`src/rtl/aidc_lite_comp_zrle_if.sv`:
```
// Line-in / code-stream-out bundle for the ZRLE compressor.
// slave  : seen from the compressor (takes a line, drives the stream)
// master : seen from the producer/consumer side (testbench, wrapper)
interface aidc_lite_comp_zrle_if;
    logic         valid_i;
    logic         ready_o;
    logic [511:0] data_i;
    logic         valid_o;
    logic         sop_o;
    logic         eop_o;
    logic [31:0]  data_o;
    logic         done_o;
    logic         fail_o;
    logic [4:0]   size_o;

    modport slave (
        input  valid_i, data_i,
        output ready_o, valid_o, sop_o, eop_o, data_o, done_o, fail_o, size_o
    );

    modport master (
        output valid_i, data_i,
        input  ready_o, valid_o, sop_o, eop_o, data_o, done_o, fail_o, size_o
    );
endinterface

```
`src/rtl/aidc_lite_comp_zrle.sv`:
```
// Zero-run-length compressor for one 512-bit line (8 words x 4 symbols).
// Emits a 32-bit sop/eop code stream, 2-bit algorithm prefix first, MSB-first.
// Lines whose code exceeds MAX_CODE_BITS are rejected with fail_o.
// Optional macro AIDC_LITE_COMP_ZRLE_STATS_EN adds saturating line/fail counters.
module aidc_lite_comp_zrle #(
    parameter logic [1:0] PREFIX        = 2'b01,
    parameter int         MAX_CODE_BITS = 510
) (
    input  logic                  clk,
    input  logic                  rst,
    aidc_lite_comp_zrle_if.slave  bus
`ifdef AIDC_LITE_COMP_ZRLE_STATS_EN
    ,
    input  logic                  stat_clr_i,
    output logic [31:0]           stat_lines_o,
    output logic [31:0]           stat_fail_o
`endif
);

    localparam logic [9:0] MAX_BITS_C = 10'(MAX_CODE_BITS);

    typedef enum logic [1:0] {
        ST_IDLE = 2'd0,
        ST_LEN  = 2'd1,
        ST_ENC  = 2'd2
    } state_e;

    // Code of one word, left-justified in 66 bits: tag then nonzero symbols S3..S0.
    function automatic logic [65:0] zrle_code(input logic [63:0] w);
        logic [3:0]  pat;
        logic [65:0] c;
        pat = {|w[63:48], |w[47:32], |w[31:16], |w[15:0]};
        case (pat)
            4'b0000: c = {6'b000000, 60'd0};
            4'b0001: c = {6'b000001, w[15:0], 44'd0};
            4'b0010: c = {5'b00001, w[31:16], 45'd0};
            4'b0100: c = {5'b00010, w[47:32], 45'd0};
            4'b1000: c = {5'b00011, w[63:48], 45'd0};
            4'b0011: c = {4'b0010, w[31:16], w[15:0], 30'd0};
            4'b0101: c = {4'b0011, w[47:32], w[15:0], 30'd0};
            4'b1001: c = {4'b0100, w[63:48], w[15:0], 30'd0};
            4'b0110: c = {4'b0101, w[47:32], w[31:16], 30'd0};
            4'b1010: c = {4'b0110, w[63:48], w[31:16], 30'd0};
            4'b1100: c = {4'b0111, w[63:48], w[47:32], 30'd0};
            4'b0111: c = {4'b1000, w[47:32], w[31:16], w[15:0], 14'd0};
            4'b1011: c = {4'b1001, w[63:48], w[31:16], w[15:0], 14'd0};
            4'b1101: c = {4'b1010, w[63:48], w[47:32], w[15:0], 14'd0};
            4'b1110: c = {4'b1011, w[63:48], w[47:32], w[31:16], 14'd0};
            4'b1111: c = {2'b11, w};
            default: c = 66'd0;
        endcase
        return c;
    endfunction

    // Code length of one word; depends only on how many symbols are nonzero
    // (and, for a single symbol, whether it is S0).
    function automatic logic [6:0] zrle_len(input logic [63:0] w);
        logic [3:0] pat;
        logic [6:0] n;
        pat = {|w[63:48], |w[47:32], |w[31:16], |w[15:0]};
        case (pat)
            4'b0000:                            n = 7'd6;
            4'b0001:                            n = 7'd22;
            4'b0010, 4'b0100, 4'b1000:          n = 7'd21;
            4'b0011, 4'b0101, 4'b1001,
            4'b0110, 4'b1010, 4'b1100:          n = 7'd36;
            4'b0111, 4'b1011, 4'b1101, 4'b1110: n = 7'd52;
            4'b1111:                            n = 7'd66;
            default:                            n = 7'd0;
        endcase
        return n;
    endfunction

    state_e         state_q;
    logic [511:0]   line_q;
    logic [127:0]   acc_q;
    logic [7:0]     bits_q;
    logic [3:0]     k_q;
    logic [4:0]     nwords_q;
    logic [4:0]     wcnt_q;
    logic           ready_q;
    logic           valid_q;
    logic           sop_q;
    logic           eop_q;
    logic [31:0]    data_q;
    logic           done_q;
    logic           fail_q;
    logic [4:0]     size_q;

    logic [9:0]     len_sum_s;
    logic [9:0]     len_pad_s;
    logic [63:0]    cur_word_s;
    logic [65:0]    cur_code_s;
    logic [6:0]     cur_len_s;
    logic           emit_full_s;
    logic           emit_tail_s;
    logic           emit_s;
    logic           append_s;
    logic           last_s;
    logic [127:0]   acc_e_s;
    logic [7:0]     bits_e_s;
    logic [127:0]   acc_d;
    logic [7:0]     bits_d;

    // Total code length of the latched line, used in LEN.
    always_comb begin
        len_sum_s = 10'd0;
        for (int i = 0; i < 8; i++) begin
            len_sum_s = len_sum_s + {3'd0, zrle_len(line_q[i*64 +: 64])};
        end
        len_pad_s = len_sum_s + 10'd33;
    end

    // ENC datapath: emit a full/tail word, then append the next code if room.
    always_comb begin
        cur_word_s  = line_q[{k_q[2:0], 6'd0} +: 64];
        cur_code_s  = zrle_code(cur_word_s);
        cur_len_s   = zrle_len(cur_word_s);
        emit_full_s = (bits_q >= 8'd32);
        emit_tail_s = (bits_q != 8'd0) && (k_q == 4'd8);
        emit_s      = (state_q == ST_ENC) && (emit_full_s || emit_tail_s);
        last_s      = (wcnt_q == (nwords_q - 5'd1));
        if (emit_full_s) begin
            acc_e_s  = acc_q << 32;
            bits_e_s = bits_q - 8'd32;
        end else if (emit_tail_s) begin
            acc_e_s  = 128'd0;
            bits_e_s = 8'd0;
        end else begin
            acc_e_s  = acc_q;
            bits_e_s = bits_q;
        end
        append_s = (state_q == ST_ENC) && (bits_e_s < 8'd32) && (k_q < 4'd8);
        if (append_s) begin
            acc_d  = acc_e_s | ({cur_code_s, 62'd0} >> bits_e_s);
            bits_d = bits_e_s + {1'b0, cur_len_s};
        end else begin
            acc_d  = acc_e_s;
            bits_d = bits_e_s;
        end
    end

    // Control FSM with all stream/status outputs registered.
    always_ff @(posedge clk) begin
        if (rst) begin
            state_q  <= ST_IDLE;
            line_q   <= 512'd0;
            acc_q    <= 128'd0;
            bits_q   <= 8'd0;
            k_q      <= 4'd0;
            nwords_q <= 5'd0;
            wcnt_q   <= 5'd0;
            ready_q  <= 1'b1;
            valid_q  <= 1'b0;
            sop_q    <= 1'b0;
            eop_q    <= 1'b0;
            data_q   <= 32'd0;
            done_q   <= 1'b0;
            fail_q   <= 1'b0;
            size_q   <= 5'd0;
        end else begin
            valid_q <= 1'b0;
            sop_q   <= 1'b0;
            eop_q   <= 1'b0;
            data_q  <= 32'd0;
            done_q  <= 1'b0;
            fail_q  <= 1'b0;
            size_q  <= 5'd0;
            case (state_q)
                ST_IDLE: begin
                    if (bus.valid_i && ready_q) begin
                        line_q  <= bus.data_i;
                        ready_q <= 1'b0;
                        state_q <= ST_LEN;
                    end else begin
                        ready_q <= 1'b1;
                    end
                end
                ST_LEN: begin
                    if (len_sum_s > MAX_BITS_C) begin
                        done_q  <= 1'b1;
                        fail_q  <= 1'b1;
                        ready_q <= 1'b1;
                        state_q <= ST_IDLE;
                    end else begin
                        nwords_q <= len_pad_s[9:5];
                        acc_q    <= {PREFIX, 126'd0};
                        bits_q   <= 8'd2;
                        k_q      <= 4'd0;
                        wcnt_q   <= 5'd0;
                        state_q  <= ST_ENC;
                    end
                end
                ST_ENC: begin
                    acc_q  <= acc_d;
                    bits_q <= bits_d;
                    if (append_s) begin
                        k_q <= k_q + 4'd1;
                    end else begin
                        k_q <= k_q;
                    end
                    if (emit_s) begin
                        valid_q <= 1'b1;
                        data_q  <= acc_q[127:96];
                        sop_q   <= (wcnt_q == 5'd0);
                        wcnt_q  <= wcnt_q + 5'd1;
                        if (last_s) begin
                            eop_q   <= 1'b1;
                            done_q  <= 1'b1;
                            size_q  <= nwords_q;
                            acc_q   <= 128'd0;
                            bits_q  <= 8'd0;
                            ready_q <= 1'b1;
                            state_q <= ST_IDLE;
                        end else begin
                            state_q <= ST_ENC;
                        end
                    end else begin
                        state_q <= ST_ENC;
                    end
                end
                default: begin
                    ready_q <= 1'b1;
                    state_q <= ST_IDLE;
                end
            endcase
        end
    end

    assign bus.ready_o = ready_q;
    assign bus.valid_o = valid_q;
    assign bus.sop_o   = sop_q;
    assign bus.eop_o   = eop_q;
    assign bus.data_o  = data_q;
    assign bus.done_o  = done_q;
    assign bus.fail_o  = fail_q;
    assign bus.size_o  = size_q;

`ifdef AIDC_LITE_COMP_ZRLE_STATS_EN
    logic [31:0] stat_lines_q;
    logic [31:0] stat_fail_q;

    // Saturating line/fail counters; clear has priority over increment.
    always_ff @(posedge clk) begin
        if (rst || stat_clr_i) begin
            stat_lines_q <= 32'd0;
            stat_fail_q  <= 32'd0;
        end else begin
            if (done_q && (stat_lines_q != {32{1'b1}})) begin
                stat_lines_q <= stat_lines_q + 32'd1;
            end else begin
                stat_lines_q <= stat_lines_q;
            end
            if (done_q && fail_q && (stat_fail_q != {32{1'b1}})) begin
                stat_fail_q <= stat_fail_q + 32'd1;
            end else begin
                stat_fail_q <= stat_fail_q;
            end
        end
    end

    assign stat_lines_o = stat_lines_q;
    assign stat_fail_o  = stat_fail_q;
`endif

endmodule

```
`src/flat_wrapper.sv`:
```
// flat-port wrapper written by rule: the top's interface ports become plain ports
module aidc_lite_comp_zrle_flat 
#(
    parameter logic [1:0] PREFIX        = 2'b01,
    parameter int         MAX_CODE_BITS = 510
)
  (clk, rst, bus_valid_i, bus_data_i, bus_ready_o, bus_valid_o, bus_sop_o, bus_eop_o, bus_data_o, bus_done_o, bus_fail_o, bus_size_o);
  aidc_lite_comp_zrle_if bus_i ();
  input  logic clk;
  input  logic rst;
  input wire logic [$bits(bus_i.valid_i)-1:0] bus_valid_i;
  input wire logic [$bits(bus_i.data_i)-1:0] bus_data_i;
  output wire logic [$bits(bus_i.ready_o)-1:0] bus_ready_o;
  output wire logic [$bits(bus_i.valid_o)-1:0] bus_valid_o;
  output wire logic [$bits(bus_i.sop_o)-1:0] bus_sop_o;
  output wire logic [$bits(bus_i.eop_o)-1:0] bus_eop_o;
  output wire logic [$bits(bus_i.data_o)-1:0] bus_data_o;
  output wire logic [$bits(bus_i.done_o)-1:0] bus_done_o;
  output wire logic [$bits(bus_i.fail_o)-1:0] bus_fail_o;
  output wire logic [$bits(bus_i.size_o)-1:0] bus_size_o;
  assign bus_i.valid_i = bus_valid_i;
  assign bus_i.data_i = bus_data_i;
  assign bus_ready_o = bus_i.ready_o;
  assign bus_valid_o = bus_i.valid_o;
  assign bus_sop_o = bus_i.sop_o;
  assign bus_eop_o = bus_i.eop_o;
  assign bus_data_o = bus_i.data_o;
  assign bus_done_o = bus_i.done_o;
  assign bus_fail_o = bus_i.fail_o;
  assign bus_size_o = bus_i.size_o;
  aidc_lite_comp_zrle #(.PREFIX(PREFIX), .MAX_CODE_BITS(MAX_CODE_BITS)) u_core (.clk(clk), .rst(rst), .bus(bus_i));
endmodule
```
`config.mk`:
```
export PLATFORM = sky130hd
export DESIGN_NAME = aidc_lite_comp_zrle_flat
export DESIGN_NICKNAME = d
export VERILOG_FILES = /design/src/rtl/aidc_lite_comp_zrle_if.sv /design/src/rtl/aidc_lite_comp_zrle.sv /design/src/flat_wrapper.sv
export SDC_FILE = /design/constraint.sdc
export NUM_CORES = 2
export LEC_CHECK = 0
export CAP_MARGIN = 30
export CORE_MARGIN = 8
export CORE_UTILIZATION = 35
export DETAILED_ROUTE_END_ITERATION = 8
export MAX_ROUTING_LAYER = met4
export PLACE_DENSITY = 0.59
export SLEW_MARGIN = 20
export SYNTH_ARGS = -nofsm -noshare
export SYNTH_HDL_FRONTEND = slang
export SYNTH_SLANG_ARGS = --single-unit
```
`constraint.sdc`:
```
create_clock -name clk -period 10.3 [get_ports clk]
set_input_delay 2.06 -clock clk [delete_from_list [all_inputs] [get_ports clk]]
set_output_delay 2.06 -clock clk [all_outputs]
set_load 0.1 [all_outputs]
```
; ---- Word-level counts from Yosys, hierarchy flattened
; Memory sizes are Yosys's and may differ from the RTL's.
; Index checks and enable logic that the tools add are counted.
[totals]
word_cells = 167
output_inout_bits = 43
rom_bits = 864
input_bits = 515
memories = 9
ff_bits = 707
[classes]
bitwise = 6
n_reduce_logical = 57
n_addsub = 13
magnitude_cmp = 4
n_eq_ne = 25
muxes = 36
n_shift = 2
[memory_table]
columns = name, words, word_bits, read_ports, rd_ports_with_merged_regs, wr, line
row1 = (no name shown), 16, 6, 1, 0, 0, aidc_lite_comp_zrle.sv:61  ; case (pat)
row2 = (no name shown), 16, 6, 1, 0, 0, aidc_lite_comp_zrle.sv:61
row3 = (no name shown), 16, 6, 1, 0, 0, aidc_lite_comp_zrle.sv:61
row4 = (no name shown), 16, 6, 1, 0, 0, aidc_lite_comp_zrle.sv:61
row5 = (no name shown), 16, 6, 1, 0, 0, aidc_lite_comp_zrle.sv:61
row6 = (no name shown), 16, 6, 1, 0, 0, aidc_lite_comp_zrle.sv:61
row7 = +3 memories, n/a, n/a, n/a, n/a, n/a, n/a
[ops]
columns = operator, count
row1 = $pmux W66 S16, 1
row2 = $mux W128, 6
row3 = $reduce_or A16 Y1, 36
row4 = $shiftx A512 B10 Y64, 1
row5 = $pmux W128 S2, 1
row6 = $or A128 B128 Y128, 1
row7 = $shr A128 B8 Y128, 1
row8 = $add A10 B7 Y10, 6
row9 = $mux W8, 6
row10 = $eq A4 B4 Y1 const B, 9
row11 = $eq A4 B3 Y1 const B, 4
row12 = $pmux W8 S2, 1
row13 = $add A10 B6 Y10 const B, 1
row14 = $gt A10 B9 Y1 const B, 1
row15 = $mux W5, 2
row16 = $ne A2 B1 Y1 const B, 5
row17 = $pmux W5 S2, 1
row18 = $reduce_and A3 Y1, 3
row19 = $add A7 B7 Y8, 1
row20 = $add A8 B7 Y8, 1
row21 = $eq A4 B2 Y1 const B, 2
row22 = $ge A8 B6 Y1 const B, 1
row23 = $lt A8 B6 Y1 const B, 1
row24 = $mux W1, 8
row25 = 28 further kinds, 43

; ---- Depth between registers and ports, before layout
; An unclocked memory read counts as a cell.
[depth]
depth_word = 12
mapped_depth = 31
mapped_depth_nobuf = 30

; ---- Least setup slack after synthesis
; Ideal clock, no wire load.
[synth_path]
path_type = register -> register
from = register u_core.line_q[123]
to = register u_core.acc_q[70]
required_ns = 10.242
arrival_ns = 7.128
setup_slack_ns = 3.114
setup_time_ns = 0.058
stages_incl_launch_ff = 27
synth_period_minus_slack_ns = 7.186
path_buffers = 1
cell_sequence = dfxtp_1 -> nor4_1 -> nand4_1 -> xor2_1 -> a22o_1 -> ha_1 -> fa_1 -> xor2_1 -> fa_1 -> fa_1 -> fa_1 -> fa_1 -> inv_1 -> fa_1 -> nor2b_1 -> o21ai_0 -> a21oi_1 -> o21ai_0 -> a21boi_0 -> nor2_1 -> a311oi_1 -> o21bai_1 -> nor2_1 -> clkbuf_1 -> a21oi_1 -> nor4_1 -> a211o_1
[synth_between]
elab_chain_len = 12
word_cells_on_any_way = 37
cone_classes = add/sub (7) / order compare (1) / eq/ne (16) / shift (2) / mux (5) / bitwise (1) / reduce/logical (4) / memory (1)
[synth_lines]
columns = item, line
row1 = from (decl), aidc_lite_comp_zrle.sv:75  ; logic [511:0] line_q;
row2 = from (signal assigned), aidc_lite_comp_zrle.sv:172  ; line_q <= bus.data_i;
row3 = $reduce_or A16 Y1, aidc_lite_comp_zrle.sv:60  ; pat = {|w[63:48], |w[47:32], |w[31:16], |w[15:0]};
row4 = $mem_v2 Z16 W6, n/a
row5 = $add A7 B7 Y8, aidc_lite_comp_zrle.sv:109  ; len_sum_s = len_sum_s + {3'd0, zrle_len(line_q[i*64 +: 64])};
row6 = $add A10 B7 Y10 (6 in series), aidc_lite_comp_zrle.sv:109
row7 = $gt A10 B9 Y1, aidc_lite_comp_zrle.sv:180  ; if (len_sum_s > MAX_BITS_C) begin
row8 = $ne A2 B2 Y1 (no source line), n/a
row9 = $reduce_and A2 Y1 (no source line), n/a
row10 = to (signal assigned), aidc_lite_comp_zrle.sv:187  ; acc_q <= {PREFIX, 126'd0};
row11 = to (decl), aidc_lite_comp_zrle.sv:76  ; logic [127:0] acc_q;
; Parallel ways exist; a longest one is shown, timed or not.
; A chain may end at the register's enable or synchronous reset.

; ---- Final worst setup path
[layout_path]
from = register u_core.line_q[99]
to = register u_core.acc_q[98]
; Same word-level chain as after synthesis.

==> summary.txt <==
Outcome
  – Run status: completed

Route
  – Drt pass-1 iters: 9
  – Routed WL: 174.1 mm
  – Antenna viol nets, final: 0
  – Initial DRC Count: 4986
  – Routed via count: 39.63k
  – WL per Instance: 25.64 um
  – # DRC: 0
  – Drt via density: 5.835

CTS
  – Clock Latency Late Sink: 0.70 ns
  – Clk sinks: 707
  – CTS tree: yes
  – Clk buf depth: 3
  – Post-CTS sizing: 0
  – CTS hold repair buffers: 0
  – # H-tree levels: 3
  – Root Driver: clkbuf_16
  – Total CTS buffers: 81
  – Setup bufs post-CTS: 0
  – Reg clk slew, reported paths: 0.06 ns

Power and ir drop
  – Int Pwr: 0.009576 W
  – Max VDD drop: 1.385 mV
  – Tot Pwr: 0.01944 W
  – Gate power share: 0.675
  – Sw Share: 0.5075
  – Lkg Pwr: 17.89 nW
  – Clock Power Share: 0.155
  – Reg power frac: 0.170
  – Psw: 0.009866 W
  – Pwr Density: 395.3 mW/mm^2

Layout
  – Final Non-Filler Cells: 6792
  – Layout cells sized above 1: 0.08912
  – Nets: 5850
  – Fillers: 11.33k
  – Area growth from synthesis to layout: 24.16%
  – Final core utilization: 0.4378

Synthesis
  – Seq/Total Area, Yosys: 0.3573
  – Cell area after synthesis: 0.03961 mm^2
  – Syn_area_per_cell: 8.100 um^2
  – Primary FF master, synth: dfxtp_1
  – Post-synthesis register bit count: 707
  – Yosys warnings: 0
  – Post-synth cell types: 85
  – Number of enable flip-flop cells after synthesis: 0
  – Syn Inst Count: 4890
  – Syn_nets: 5517
  – Synth async-reset ratio: 0

Timing
  – Clock period minus worst slack: 8.411 ns
  – Worst Max-Slew Pin Slew: 1.081 ns
  – Fmax: 118.9 MHz
  – Hold slack final: 0.4624 ns
  – Crit share post-route: 0.8166
  – RSZ-0062 raised after global routing: no
  – Max-slew headroom: 0.2792
  – Setup-failing EPs final: 0
  – Setup TNS: 0 ns
  – Setup Skew: 0.06417 ns
  – Max Slew Vio Count: 0
  – Final hold viol count: 0

Worst setup path
  – Critical Path End: u_core.acc_q[98]
  – FF-to-FF path depth: 27
  – Crit. End Element: flop
  – Critical path launch point: u_core.line_q[99]
  – R2R Path End: u_core.acc_q[98]
  – CP Class: reg2reg
  – Reg2reg start: u_core.line_q[99]
  – CP Max Fanout: 43
  – Critical path startpoint category: flop
  – Worst EP required: 10.90 ns
  – Critical Path AT: 9.01 ns
  – R2R setup slack: 1.89 ns

Placement
  – Dpl cells: 6638
  – Placer Congestion: 0.9970
  – PortBufs: 557
  – DPL Wire Length: 132.7 mm

Die
  – Die height: 352.4 um
  – I/O Pins: 558
  – Site row count: 123
  – Initial Util: 0.3526
  – Core area: 0.1123 mm^2
  – Die Width: 352.4 um
  – Die area: 0.1242 mm^2

Min path
  – Worst hold path class: reg2reg
  – Hold Path Depth: 1

Global route
  – Initial antenna violation count: 7
  – Largest net degree at the start of global routing: 212
  – GRT overflow: 0
  – GRT Total Usage: 0.2720
  – Vias in the first global route: 38.27k
  – First-pass GRT wire length: 254.9 mm

Job
  – Max-Cap Viols: 0
metal layers:
layer / part of all wire / global-route usage / vias to the layer above
met2: 0.46 / 0.4290 / 1900
li1: - / - / 18240
met4: 0.041 / 0.09425 / 0
met1: 0.42 / 0.3503 / 19170
met5: 0 / - / -
met3: 0.077 / 0.04981 / 325
cell usage in the layout (no fill, tap or decap), drive strengths merged, types with 17 or more instances in the layout:
master	Yosys	final
nand3	66	66
clkinv	4	21
inv	95	99
a31oi	22	22
nand4	38	38
o22ai	24	24
mux2i	119	119
nor4	142	142
mux4	128	128
a22o	26	26
nand2b	29	29
mux2	85	85
fa	30	30
a221oi	24	24
or3	17	17
nand2	1245	1245
o211ai	50	50
nor3	45	45
a22oi	94	94
and2	89	89
nor2	180	180
clkdlybuf4s50	0	556
a21oi	654	654
xor2	24	24
a211oi	41	41
o21ai	139	139
clkbuf	316	111
ha	82	82
a222oi	43	43
buf	69	79
o21a	17	17
dfxtp	707	707
per-stage QoR:
stage	area [um^2]	setup WS, ns
after floorplan	39610	3.114
after global placement	46150	2.025
after CTS	49110	1.962
final	49180	1.889
after global routing	49180	1.281
after detailed placement	46360	2.000
cells in the mapped netlist (22+ instances only):
cell / count / area (um^2)
a211oi_1: 40 / 300.3
a21oi_1: 654 / 3273
a221oi_1: 24 / 210.2
a222oi_1: 43 / 430.4
a22o_1: 26 / 227.7
a22oi_1: 94 / 705.7
a31oi_1: 22 / 137.6
and2_1: 89 / 556.8
buf_1: 25 / 93.84
buf_2: 26 / 130.1
clkbuf_1: 316 / 1186
dfxtp_1: 707 / 14150
fa_1: 30 / 600.6
ha_1: 82 / 1026
inv_1: 94 / 352.8
mux2_2: 85 / 957.2
mux2i_1: 119 / 1191
mux4_2: 128 / 2883
nand2_1: 1245 / 4673
nand2b_1: 29 / 181.4
nand3_1: 66 / 330.3
nand4_1: 37 / 231.5
nor2_1: 180 / 675.7
nor3_1: 45 / 225.2
nor4_1: 140 / 875.8
o211ai_1: 49 / 367.9
o21ai_0: 128 / 640.6
o22ai_1: 24 / 150.1
xor2_1: 24 / 210.2
state kept, by name, summed over array words and instances, names as in the netlist:
signal	cells
u_core.bus.valid_o	1
u_core.acc_q	128
u_core.bits_q	8
u_core.bus.done_o	1
u_core.bus.size_o	5
u_core.wcnt_q	5
u_core.bus.sop_o	1
u_core.line_q	512
u_core.nwords_q	5
u_core.bus.eop_o	1
u_core.bus.ready_o	1
u_core.bus.data_o	32
u_core.bus.fail_o	1
u_core.state_q	2
u_core.k_q	4
critical path: stages (launching register included):
cell and delay (ns):
dfxtp_1 0.32, nor4_1 0.40, nand4_1 0.44, xor2_1 0.31
a22o_1 0.27, ha_1 0.23, fa_1 0.44, xor2_1 0.21
fa_1 0.48, fa_1 0.52, fa_1 0.44, fa_1 0.53
inv_1 0.06, fa_1 0.40, nor2b_1 0.11, o21ai_0 0.11
a21oi_1 0.18, o21ai_0 0.13, a21boi_0 0.27, nor2_1 0.12
a311oi_1 0.26, buf_4 0.25, o21bai_1 0.17, nor2_1 0.77
a21o_1 0.22, buf_4 0.39, a22oi_1 0.14, o211ai_1 0.12
worst min path at each step:
| stage | from | endpoint | slack, ns |
|---|---|---|---|
| 6_report | u_core.acc_q[19] | u_core.acc_q[19] | 0.46 |
| 5_1_grt | u_core.acc_q[7] | u_core.acc_q[7] | 0.47 |
| 4_1_cts | u_core.acc_q[19] | u_core.acc_q[19] | 0.46 |
| 3_5_place_dp | u_core.acc_q[19] | u_core.acc_q[19] | 0.44 |
| 3_3_place_gp | u_core.acc_q[11] | u_core.acc_q[11] | 0.44 |
| 2_1_floorplan | u_core.acc_q[43] | u_core.acc_q[43] | 0.43 |
kinds of logic after synthesis:
kind of cell,after synthesis,share of synthesized area
flip-flops,707,0.3573
adder cells (fa/ha/maj),112,0.04106
multiplexers,332,0.1270
AND/OR/NAND/NOR,1915,0.2111
XOR/XNOR,39,0.008623
AO/OA/AOI/OAI,1301,0.2050
buffers and inverters,484,0.04981
cell type report:
cell class | count | area, um^2 | share of cell area
inverters | 99 | 371.6 | 0.007556
clock buffers | 111 | 2260 | 0.04594
multi-input cells | 3699 | 23570 | 0.4792
repair buffers | 635 | 6434 | 0.1308
diodes | 7 | 17.52 | 0.0003562
clock inverters | 34 | 491.7 | 0.009998
well taps | 1500 | 1877 | 0.03816
flip-flops and latches | 707 | 14160 | 0.2880
power by group through the flow:
stage	clock (W)	sequential, W	combinational (W)
after floorplan	0	0.00325	0.00951
after global placement	0	0.00336	0.0129
after detailed placement	0	0.00336	0.0129
after CTS	0.00304	0.00330	0.0130
after global routing	0.00315	0.00335	0.0144
final	0.00301	0.00331	0.0131
Note: power is estimated with default switching activity, not from simulation.
